## src/rtl/seg7_stream_decoder.sv

```systemverilog
// rtl/seg7_stream_decoder.sv - seven-segment glyph sampler, debouncer and hex decoder
// with a first-word-fall-through digit FIFO read over a valid/ready handshake.
module seg7_stream_decoder #(
    parameter int STABLE_CYCLES = 4,
    parameter int FIFO_DEPTH    = 4,
    parameter int CNT_W         = 8
) (
    input  logic                          clk,
    input  logic                          rst,
    input  logic                          en,
    input  logic [6:0]                    seg_in,
    input  logic                          dp_in,
    output logic                          out_valid,
    input  logic                          out_ready,
    output logic [3:0]                    out_digit,
    output logic                          out_dp,
    output logic                          out_illegal,
    output logic [$clog2(FIFO_DEPTH):0]   fifo_level,
    output logic                          overflow,
    output logic [CNT_W-1:0]              err_count
);
    localparam int AW = $clog2(FIFO_DEPTH);
    localparam int LW = AW + 1;
    localparam int SW = $clog2(STABLE_CYCLES + 1);
    localparam logic [SW-1:0] STABLE_MAX = SW'(STABLE_CYCLES);
    localparam logic [LW-1:0] FULL_LEVEL = LW'(FIFO_DEPTH);

    logic [7:0]    s1, s2, cand, last;
    logic [SW-1:0] cnt, cnt_next;
    logic          load, accept, fire;
    logic          acc_q;
    logic [5:0]    acc_data;
    logic [4:0]    dec;

    logic [5:0]    mem [FIFO_DEPTH];
    logic [AW-1:0] wr_ptr, rd_ptr;
    logic [LW-1:0] level_next;
    logic          full, pop, do_push;

    // Returns {illegal, digit}; blank is never decoded because it is never pushed.
    function automatic logic [4:0] decode(input logic [6:0] seg);
        case (seg)
            7'h3F: decode = 5'h00;
            7'h06: decode = 5'h01;
            7'h5B: decode = 5'h02;
            7'h4F: decode = 5'h03;
            7'h66: decode = 5'h04;
            7'h6D: decode = 5'h05;
            7'h7D: decode = 5'h06;
            7'h07: decode = 5'h07;
            7'h7F: decode = 5'h08;
            7'h6F: decode = 5'h09;
            7'h77: decode = 5'h0A;
            7'h7C: decode = 5'h0B;
            7'h39: decode = 5'h0C;
            7'h5E: decode = 5'h0D;
            7'h79: decode = 5'h0E;
            7'h71: decode = 5'h0F;
            default: decode = 5'h10;
        endcase
    endfunction

    // cand always follows s2, so the glyph being accepted is s2 itself.
    always_comb begin
        load = (s2 != cand);
        cnt_next = cnt;
        if (!en)
            cnt_next = '0;
        else if (load)
            cnt_next = SW'(1);
        else if (cnt != STABLE_MAX)
            cnt_next = cnt + SW'(1);
        accept = en && (cnt_next == STABLE_MAX) && (load || (cnt != STABLE_MAX));
        fire   = accept && (s2 != last) && (s2[6:0] != 7'h00);
        dec    = decode(s2[6:0]);
    end

    always_ff @(posedge clk) begin
        if (rst) begin
            s1       <= 8'h00;
            s2       <= 8'h00;
            cand     <= 8'h00;
            last     <= 8'h00;
            cnt      <= '0;
            acc_q    <= 1'b0;
            acc_data <= 6'h00;
        end else begin
            s1    <= {dp_in, seg_in};
            s2    <= s1;
            cand  <= s2;
            cnt   <= cnt_next;
            acc_q <= fire;
            acc_data <= {dec[4], s2[7], dec[3:0]};
            if (accept)
                last <= s2;
        end
    end

    always_comb begin
        full       = (fifo_level == FULL_LEVEL);
        pop        = out_valid && out_ready;
        do_push    = acc_q && (!full || pop);
        level_next = fifo_level + LW'(do_push) - LW'(pop);
    end

    always_ff @(posedge clk) begin
        if (rst) begin
            wr_ptr     <= '0;
            rd_ptr     <= '0;
            fifo_level <= '0;
            out_valid  <= 1'b0;
            overflow   <= 1'b0;
            err_count  <= '0;
            for (int i = 0; i < FIFO_DEPTH; i++)
                mem[i] <= 6'h00;
        end else begin
            if (do_push) begin
                mem[wr_ptr] <= acc_data;
                wr_ptr      <= wr_ptr + AW'(1);
            end
            if (pop)
                rd_ptr <= rd_ptr + AW'(1);
            if (acc_q && full && !pop)
                overflow <= 1'b1;
            if (acc_q && acc_data[5] && (err_count != {CNT_W{1'b1}}))
                err_count <= err_count + CNT_W'(1);
            fifo_level <= level_next;
            out_valid  <= (level_next != '0);
        end
    end

    always_comb begin
        out_digit   = out_valid ? mem[rd_ptr][3:0] : 4'h0;
        out_dp      = out_valid ? mem[rd_ptr][4]   : 1'b0;
        out_illegal = out_valid ? mem[rd_ptr][5]   : 1'b0;
    end
endmodule

```

## config.mk

```make
export PLATFORM = sky130hd
export DESIGN_NAME = seg7_stream_decoder
export DESIGN_NICKNAME = d
export VERILOG_FILES = /design/src/rtl/seg7_stream_decoder.sv
export SDC_FILE = /design/constraint.sdc
export NUM_CORES = 1
export LEC_CHECK = 0
export CAP_MARGIN = 20
export CORE_AREA = 2 2 90 92
export DETAILED_ROUTE_END_ITERATION = 12
export DIE_AREA = 0 0 92 94
export PLACE_DENSITY = 0.74
export SKIP_CTS_REPAIR_TIMING = 1
export SYNTH_ARGS = -nofsm -noshare
export SYNTH_HDL_FRONTEND = slang
export SYNTH_SLANG_ARGS = --single-unit
```

## constraint.sdc

```tcl
create_clock -name clk -period 6.1 [get_ports clk]
set_input_delay 1.22 -clock clk [delete_from_list [all_inputs] [get_ports clk]]
set_output_delay 1.22 -clock clk [all_outputs]
set_load 0.05 [all_outputs]
```

==> summary.md, run 1 <==
| Metric | Value |
|---|---|
| Status | completed |
| CTS Sinks | 84 |
| YS warnings | 0 |
| R2R setup slack | about 3.6 ns |
| Area Growth Syn to Fin | 15.1% |
| Fraction of the cycle the final worst path needs | 58.0% |
| CTS max path bufs | 2 |
| Global route overflow | 0 |
| Tmin final | about 3.5 ns |
| Die area | between 8000 and 9000 µm² |
| FF+latch count, synth | 84 |
| PwrDens | 295 nW/µm² |
| Leakage | 1.63 nW |
| Boundary Pins | 31 |
| Critical path arrival | roughly 2.3 ns |
| Synthesized area | between 3000 and 4000 µm² |
| Critical path class | reg2out |
| Largest net degree at the start of global routing | 59 |
| Starting density of the core | roughly 49% |
| Synth Area in Adders | around 2.2% |
| Startpoint types | register |
| Mux contribution to synthesized area | under 10% |
| Maximum vdd ir drop | 0.204 mV |
| Design area | approximately 4300 µm² |
| Vias in the first global route | between 2000 and 2500 |
| Post-synth EDFFs | 24 |
| Pins Over Slew Limit | 0 |
| Syn Inst Count | around 340 |
| Post-synth ARST share | 0% |
| Die X | between 90 and 100 µm |
| Max cap viols | 0 |
| Die Ht | roughly 94 µm |
| DRT iter0 DRCs | between 80 and 90 |
| Synthesized Nets | approximately 360 |
| CP max FO | 6 |
| # DRC | 0 |
| Avg Cell Area, Syn | 10.8 µm² |
| Commonest non-fill, non-tap cell in the layout | dfxtp_1 |
| Upper clock frequency limit | ~280 MHz |
| Synth area leader | dfxtp_1 |
| CTS root buf | clkbuf_8 |
| TritonCTS buffer count | 9 |
| I/O Buffers | 30 |
| Total track usage | between 10% and 20% |
| Simple-Gate Fraction of Synth Area | between 20% and 30% |
| Vias per cell | 5.14 |
| Diodes inserted | 0 |
| Rel. slew slack | between 30% and 40% |
| Commonest cells after routing, fill and taps aside | dfxtp_1, and2_1, nor2b_1 |
| Synth Area in Compound Gates | under 10% |
| Avg WL per Cell | about 14 µm |
| Hold_ws | 0.440 ns |
| Initial antenna violation count | 0 |
| Layout cells sized above 1 | under 10% |
| Final #Nets | 385 |
| Post-place instance area | roughly 4100 µm² |
| Worst hold-check path type | reg2reg |
| Synth area leaders | dfxtp_1, edfxtp_1, and2_1 |
| CTS tree | yes |
| WP data required | 4.88 ns |
| GP Congestion | between 0.8 and 0.9 |
| Worst-Skew Late Latency | 0.35 ns |
| Antenna-violating nets left | 0 |
| Final core occ | between 50% and 60% |
| Total power | ~0.0013 W |
| Core box area | around 7600 µm² |
| Primary FF master, synth | dfxtp_1 |
| Largest family of logic cells by synthesized area | simple AND/OR/NAND/NOR gates |
| DR pass1 iterations | 4 |
| DR vias | 2436 |
| Worst-Margin Slew | 0.952 ns |
| Final WL | ~6600 µm |
| Setup-failing EPs final | 0 |
| Worst setup EP type | primary output |
| Hold Fails Final Rpt | 0 |
| Top-area cell type share of the netlist area | between 30% and 40% |
| Filler cell count | 687 |
| RSZ-0062 raised after global routing | false |
| H-tree depth | 3 |
| Row count | 32 |
| Clk slew on worst S/H paths | 0.09 ns |
| Synth cell types | 51 |
| First-pass GRT wire length | 11300 µm |
| Sequential element share of the synthesized area | 51.9% |
| Clock Skew | around 0.012 ns |
| Setup tns final | 0 ns |
| Fraction of synthesized cell area in xor and xnor cells | ~5.9% |
| Dpl hpwl | between 4000 and 5000 µm |
worst max-delay path: stages (launching register included):
cell,delay [ns]
dfxtp_1,0.55
mux4_2,0.54
and2_1,0.18
clkdlybuf4s50_1,0.70
synth_stat cells, types with 2 or more instances:
master and number:
nand2b_1 4, ha_1 5, o21ai_0 7, mux2_2 6
nor2b_1 30, or3_1 3, edfxtp_1 24, o211ai_1 2
nor2_1 17, inv_1 11, nor4_2 2, a21oi_1 12
xor2_1 20, nor3_1 5, buf_2 5, mux2i_1 5
clkbuf_1 12, and2_1 32, nor4b_1 4, xnor2_1 5
dfxtp_1 60, or4_1 4, o31ai_1 4, a31oi_1 2
o22ai_1 2, mux4_2 6, nand2_1 19, nor4_1 6
nand3_1 7
state kept, by name, summed over array words and instances, names as in the netlist, named ones only:
signal,count
s1,8
err_count,8
out_valid,1
acc_q,1
mem,24
s2,8
overflow,1
wr_ptr,2
fifo_level,3
last,8
cnt,3
rd_ptr,2
cand,7
acc_data,6
metrics by stage:
step | std cells | worst slack, ns
after floorplan | 343 | 3.09
after global placement | 458 | 2.58
after detailed placement | 458 | 2.53
after CTS | 474 | 2.51
after global routing | 474 | 2.43
final | 474 | 2.56
metal layers:
metal / global-route usage (%) / routed length [µm]
met1: 20.6 / 3020
met2: 28.1 / 3280
met3: 5.38 / 217
met4: 5.22 / 95
met5: 0 / 0
worst paths after layout:
| kind | endpoint | startpoint | cells after the start |
|---|---|---|---|
| max | out_dp | register | 3 |
| min | s2[3] | s1[3] | 1 |
| max reg2reg | out_valid | fifo_level[2] | 9 |
| min reg2reg | s2[3] | s1[3] | 1 |
kinds of logic after synthesis:
kind of cell	count (synthesis)
AND/OR/NAND/NOR	144
adder cells (fa/ha/maj)	6
AO/OA/AOI/OAI	37
multiplexers	17
XOR/XNOR	25
flip-flops	84
buffers and inverters	30
layout make-up:
cell class | instances | area [µm²] | area share (%)
Tap cell | 102 | 128 | 2.99
Inverter | 11 | 41.3 | 0.969
Multi-Input combinational cell | 229 | 1660 | 38.8
Clock buffer | 12 | 156 | 3.67
Sequential cell | 84 | 1920 | 45.1
Clock inverter | 4 | 48.8 | 1.15
Timing Repair Buffer | 32 | 310 | 7.28
power by group:
group          internal (W)  total [W]  switching (W)  leakage [nW]
sequential         0.000600   0.000633      0.0000332         0.737
combinational     0.0000938   0.000221       0.000127         0.790
clock              0.000214   0.000403       0.000189         0.105
total              0.000908    0.00126       0.000349          1.63
Power figures use the tool's default switching activity.
==> inputs of run 2 (changes only) <==
--- a/config.mk
+++ b/config.mk
@@ -9,7 +9,7 @@
 export CORE_AREA = 2 2 90 92
 export DETAILED_ROUTE_END_ITERATION = 12
 export DIE_AREA = 0 0 92 94
-export PLACE_DENSITY = 0.74
+export PLACE_DENSITY = 0.77
 export SKIP_CTS_REPAIR_TIMING = 1
 export SYNTH_ARGS = -nofsm -noshare
 export SYNTH_HDL_FRONTEND = slang
==> constraint.sdc (replaced) <==
create_clock -name clk -period 3.25 [get_ports clk]
set_input_delay 0.65 -clock clk [delete_from_list [all_inputs] [get_ports clk]]
set_output_delay 0.65 -clock clk [all_outputs]
set_load 0.05 [all_outputs]
==> run 2 against run 1 <==
- worst setup slack got worse by 2.3 ns
- final cell count increased by 0.63%
- clock power increased by 82%
- clock skew decreased by 0.0023 ns
- flip-flop and latch count unchanged
- via count increased by 2.2%
- hold slack got worse by 0.0012 ns
- die area unchanged
- power increased by 86%
==> summary.md, run 2 (synthesized netlist as in run 1, its figures left out) <==
| Metric | Value |
|---|---|
| Hold_ws | between 0.4 and 0.5 ns |
| Fin cells | between 400 and 500 |
| Worst-Margin Slew | 0.847 ns |
| Number of placed instances, taps included | around 460 |
| Largest net degree at the start of global routing | 57 |
| Starting density of the core | roughly half |
| Clock Skew | between 0.009 and 0.01 ns |
| Top reg by flops | mem |
| Initial antenna violation count | 0 |
| Antenna-violating nets left | 0 |
| Commonest non-fill, non-tap cell in the layout | dfxtp_1 |
| # DRC | 0 |
| Diodes inserted | 0 |
| Worst hold-check path type | reg2reg |
| Commonest cells after routing, fill and taps aside | dfxtp_1, and2_1, nor2b_1 |
| Avg WL per Cell | around 14 µm |
| Maximum vdd ir drop | roughly 0.35 mV |
| Global route overflow | 0 |
| Row count | 32 |
| DR vias | between 2000 and 2500 |
| Final #Nets | between 300 and 400 |
| Layout cells sized above 1 | 10.7% |
| CTS Sinks | 84 |
| Area Growth Syn to Fin | 15.5% |
| Worst-Skew Late Latency | ~0.35 ns |
| Die X | between 90 and 100 µm |
| Leakage | between 1.5 and 2 nW |
| CP max FO | 6 |
| CTS tree | yes |
| Critical path class | reg2out |
| DR pass1 iterations | 4 |
| Total track usage | between 10% and 20% |
| Core box area | about 7600 µm² |
| Max cap viols | 0 |
| First-pass GRT wire length | approximately 11000 µm |
| CTS root buf | clkbuf_8 |
| Dpl hpwl | roughly 4600 µm |
| WP data required | roughly 2.6 ns |
| Status | completed |
| Total power | roughly 0.0023 W |
| Wire length on met2 | ~3400 µm |
| Setup-failing EPs final | 0 |
| Register Area | ~1900 µm² |
| DRT iter0 DRCs | between 70 and 80 |
| Worst setup EP type | primary output |
| Area of the multi-input gates | about 1700 µm² |
| Setup tns final | 0 ns |
| Fraction of the cycle the final worst path needs | 91.4% |
| PwrDens | roughly 550 nW/µm² |
| Die Ht | 94 µm |
| RSZ-0062 raised after global routing | false |
| Top sig layer | met4 |
| Upper clock frequency limit | between 300 and 400 MHz |
| Vias per cell | about 5.2 |
| H-tree depth | 3 |
| I/O Buffers | 30 |
| Pins Over Slew Limit | 0 |
| Slowest CP cell | clkdlybuf4s50_1 |
| TritonCTS buffer count | 9 |
| Worst path cell trace | mux4_2 -> and2_1 -> clkdlybuf4s50_1 |
| Final WL | about 6500 µm |
| Critical path arrival | about 2.3 ns |
| Max FFs per register | 24 |
| GP Congestion | 0.767 |
| Die area | around 8600 µm² |
| Vias in the first global route | roughly 2400 |
| CTS max path bufs | 2 |
| Rel. slew slack | between 40% and 50% |
| Filler cell count | between 600 and 700 |
| Metal-1 WL | between 2000 and 3000 µm |
| Clk slew on worst S/H paths | 0.09 ns |
| Boundary Pins | 31 |
| Met3 wire len | ~200 µm |
| CP peak stage delay | between 0.6 and 0.7 ns |
| Hold Fails Final Rpt | 0 |
| Startpoint types | register |
| Tmin final | a little under 3 ns |
run 2: cell count changes in the layout (fill, tap and decap cells not counted):
| cell | before | now |
|---|---|---|
| buf_4 | 2 | 5 |
| inv_4 | 0 | 2 |
| clkbuf_1 | 2 | 1 |
| clkbuf_16 | 1 | 0 |
| clkbuf_8 | 9 | 10 |
| clkinv_2 | 2 | 1 |
| clkinv_4 | 1 | 0 |
| inv_6 | 0 | 1 |
run 2: critical path, delay by kind of cell (launching register included):
| kind | cells | cell delay, ns |
|---|---|---|
| buffers and inverters | 1 | 0.69 |
| flip-flops | 1 | 0.56 |
| multiplexers | 1 | 0.54 |
| AND/OR/NAND/NOR | 1 | 0.17 |
run 2: area by class of cell:
class | count | area share [%]
Clock buffer | 11 | 3.31
Multi-Input combinational cell | 229 | 38.7
Inverter | 11 | 0.965
Clock inverter | 5 | 1.32
Timing Repair Buffer | 35 | 7.78
Sequential cell | 84 | 44.9
Tap cell | 102 | 2.98
run 2: where the power goes:
| group | internal [W] | total, W | switching [W] |
|---|---|---|---|
| Sequential | 0.00113 | 0.00119 | 0.0000624 |
| Combinational | 0.000178 | 0.000420 | 0.000241 |
| Clock | 0.000379 | 0.000733 | 0.000355 |
| Total | 0.00168 | 0.00234 | 0.000658 |
run 2: metrics by stage:
stage               instance area [µm²]  worst slack, ns  utilization [%]
CTS                                4280            0.240             56.2
global placement                   4080            0.316             53.6
finish                             4280            0.281             56.2
floorplan                          3700            0.571                -
detailed placement                 4080            0.230             53.6
global route                       4280            0.167             56.2
run 2: worst paths after layout:
path | from | to | slack, ns | cells past startpoint
max | register | out_dp | 0.28 | 3
min | s1[5] | s2[5] | 0.44 | 1
max reg2reg | fifo_level[2] | out_valid | 0.70 | 9
min reg2reg | s1[5] | s2[5] | 0.44 | 1
run 2: routing by layer:
| layer | up-vias | track usage, % |
|---|---|---|
| li1 | 1251 | - |
| met1 | 1198 | 18.1 |
| met2 | 34 | 29.8 |
| met3 | 6 | 5.30 |
| met4 | 0 | 4.10 |
| met5 | - | 0 |
==> inputs of run 3 (changes only) <==
--- a/config.mk
+++ b/config.mk
@@ -6,10 +6,11 @@
 export NUM_CORES = 1
 export LEC_CHECK = 0
 export CAP_MARGIN = 20
-export CORE_AREA = 2 2 90 92
+export CORE_AREA = 2 2 86 88
+export CTS_BUF_LIST = sky130_fd_sc_hd__clkbuf_4
 export DETAILED_ROUTE_END_ITERATION = 12
-export DIE_AREA = 0 0 92 94
-export PLACE_DENSITY = 0.77
+export DIE_AREA = 0 0 88 90
+export PLACE_DENSITY = 0.83
 export SKIP_CTS_REPAIR_TIMING = 1
 export SYNTH_ARGS = -nofsm -noshare
 export SYNTH_HDL_FRONTEND = slang
==> run 3 against run 2 <==
- highest routed layer unchanged
- via count grew 0.36%
- register-to-register slack gained 0.04 ns
- first-iteration DRC count grew 32%
- design area shrank 1.5%
- combinational power grew 1%
- hold slack gained 0.0084 ns
- non-clock buffer count grew 1
- sequential share of layout area grew 0.67 points
- flip-flop and latch count is the same
- fmax shrank 3.0%
- clock-buffer cell count grew 1
==> summary.md, run 3 (synthesized netlist as in run 1, its figures left out) <==
| Metric | Value |
|---|---|
| Maximum vdd ir drop | around 0.27 mV |
| Vias per cell | approximately 5.3 |
| Worst setup EP type | primary output |
| Setup-failing EPs final | 0 |
| CTS tree | yes |
| Max FFs per register | 24 |
| Startpoint types | register |
| Boundary Pins | 31 |
| Upper clock frequency limit | roughly 330 MHz |
| Min-Delay Startpoint | s1[1] |
| Hold endpoint | s2[1] |
| Core box area | 7020 µm² |
| Commonest non-fill, non-tap cell in the layout | dfxtp_1 |
| # DRC | 0 |
| RSZ-0062 raised after global routing | false |
| First-pass GRT wire length | 10900 µm |
| Critical path class | reg2out |
| Layout cells sized above 1 | between 10% and 20% |
| Design area | 4210 µm² |
| Post-place instance area | between 4000 and 5000 µm² |
| DR vias | approximately 2500 |
| Register Area | 1920 µm² |
| Top reg by flops | mem |
| Number of placed instances, taps included | between 400 and 500 |
| CTS root buf | clkbuf_4 |
| Largest net degree at the start of global routing | 39 |
| I/O Buffers | 30 |
| Clock Skew | 0.0128 ns |
| Leakage | ~1.6 nW |
| Max cap viols | 0 |
| Worst hold-check path type | reg2reg |
| Rel. slew slack | ~45% |
| Starting density of the core | around 53% |
| Worst-Margin Slew | just over 0.8 ns |
| Total track usage | between 10% and 20% |
| Pre-CTS setup slack | 0.359 ns |
| CP max FO | 6 |
| CTS max path bufs | 2 |
| Worst-Skew Late Latency | around 0.43 ns |
| Fin cells | ~480 |
| Slowest CP cell | clkdlybuf4s50_1 |
| Diodes inserted | 0 |
| H-tree depth | 3 |
| Worst r2r src | fifo_level[2] |
| Filler cell count | between 500 and 600 |
| Area Growth Syn to Fin | 13.8% |
| Initial antenna violation count | 0 |
| Status | completed |
| Tmin final | a little over 3 ns |
| R2R Path End | out_valid |
| Hold Fails Final Rpt | 0 |
| Commonest cells after routing, fill and taps aside | dfxtp_1, and2_1, nor2b_1 |
| Vias in the first global route | about 2400 |
| DRT iter0 DRCs | around 100 |
| Avg WL per Cell | around 13 µm |
| Antenna-violating nets left | 0 |
| WHS Path Cells | 1 |
| Worst setup margin | around 0.19 ns |
| Fraction of the cycle the final worst path needs | between 90 and 100% |
| Depth of the most critical reg-to-reg path | 9 |
| Die area | just under 8000 µm² |
| R2R setup slack | 0.74 ns |
| Area of the multi-input gates | ~1700 µm² |
| Die X | about 88 µm |
| TritonCTS buffer count | 9 |
| GP Congestion | 0.913 |
| PwrDens | about 520 nW/µm² |
| Row count | 31 |
| Worst path cell trace | mux4_2 -> and2_1 -> clkdlybuf4s50_1 |
| CTS Sinks | 84 |
| Clk slew on worst S/H paths | between 0.1 and 0.15 ns |
| WP data required | about 2.6 ns |
| DR pass1 iterations | 4 |
| Final #Nets | 389 |
| Global route overflow | 0 |
| CP peak stage delay | just under 0.7 ns |
| Critical path arrival | 2.41 ns |
| Pins Over Slew Limit | 0 |
| Final WL | roughly 6400 µm |
| Die Ht | approximately 90 µm |
| Setup tns final | 0 ns |
| Dpl hpwl | roughly 4500 µm |
-- run 3: changes by cell type in the layout (fill, tap and decap cells not counted), sizes merged --
cell	before	now
inv	14	13
clkbuf	11	12
buf	6	7
-- run 3: routing by layer --
metal	global-route usage, %	vias to the layer above	share of wire [%]
li1	-	1255	-
met4	7.56	0	2.5
met2	28.6	47	50
met3	4.32	15	3.2
met5	0	-	0
met1	21.4	1181	44
-- run 3: worst max path at each step --
stage | endpoint | slack [ns]
after floorplan | out_valid | 0.57
after global placement | out_valid | 0.43
after detailed placement | out_valid | 0.36
after CTS | out_digit[0] | 0.16
after global routing | out_digit[2] | 0.04
final | out_digit[0] | 0.19
-- run 3: cell type report --
| type | count | share of cell area [%] |
|---|---|---|
| clock buffer | 12 | 2.14 |
| clock inverter | 4 | 0.980 |
| inverter | 11 | 0.980 |
| multi-input combinational | 229 | 39.3 |
| sequential | 84 | 45.6 |
| tap | 99 | 2.94 |
| timing repair buffer | 36 | 8.08 |
-- run 3: metrics by stage --
stage / total power [W] / hold WS (ns) / utilization, %
after floorplan: 0.00151 / 0.414 / -
after global placement: 0.00162 / 0.417 / 58.2
after CTS: 0.00221 / 0.453 / 60.0
after global routing: 0.00229 / 0.467 / 60.0
final: 0.00219 / 0.447 / 60.0
after detailed placement: 0.00164 / 0.426 / 58.2
-- run 3: report_power, final --
part           internal [W]  leakage (nW)  switching [W]  total (W)
sequential          0.00113         0.737      0.0000583    0.00118
combinational      0.000182         0.809       0.000242   0.000424
clock              0.000255        0.0794       0.000322   0.000578
total               0.00156          1.63       0.000623    0.00219
-- run 3: worst max-delay path, delay by kind of cell (launching register included) --
kind / cells / cell delay (ns)
muxes: 1 / 0.54
and+or+nand+nor: 1 / 0.17
DFF: 1 / 0.57
buffers and inverters: 1 / 0.69
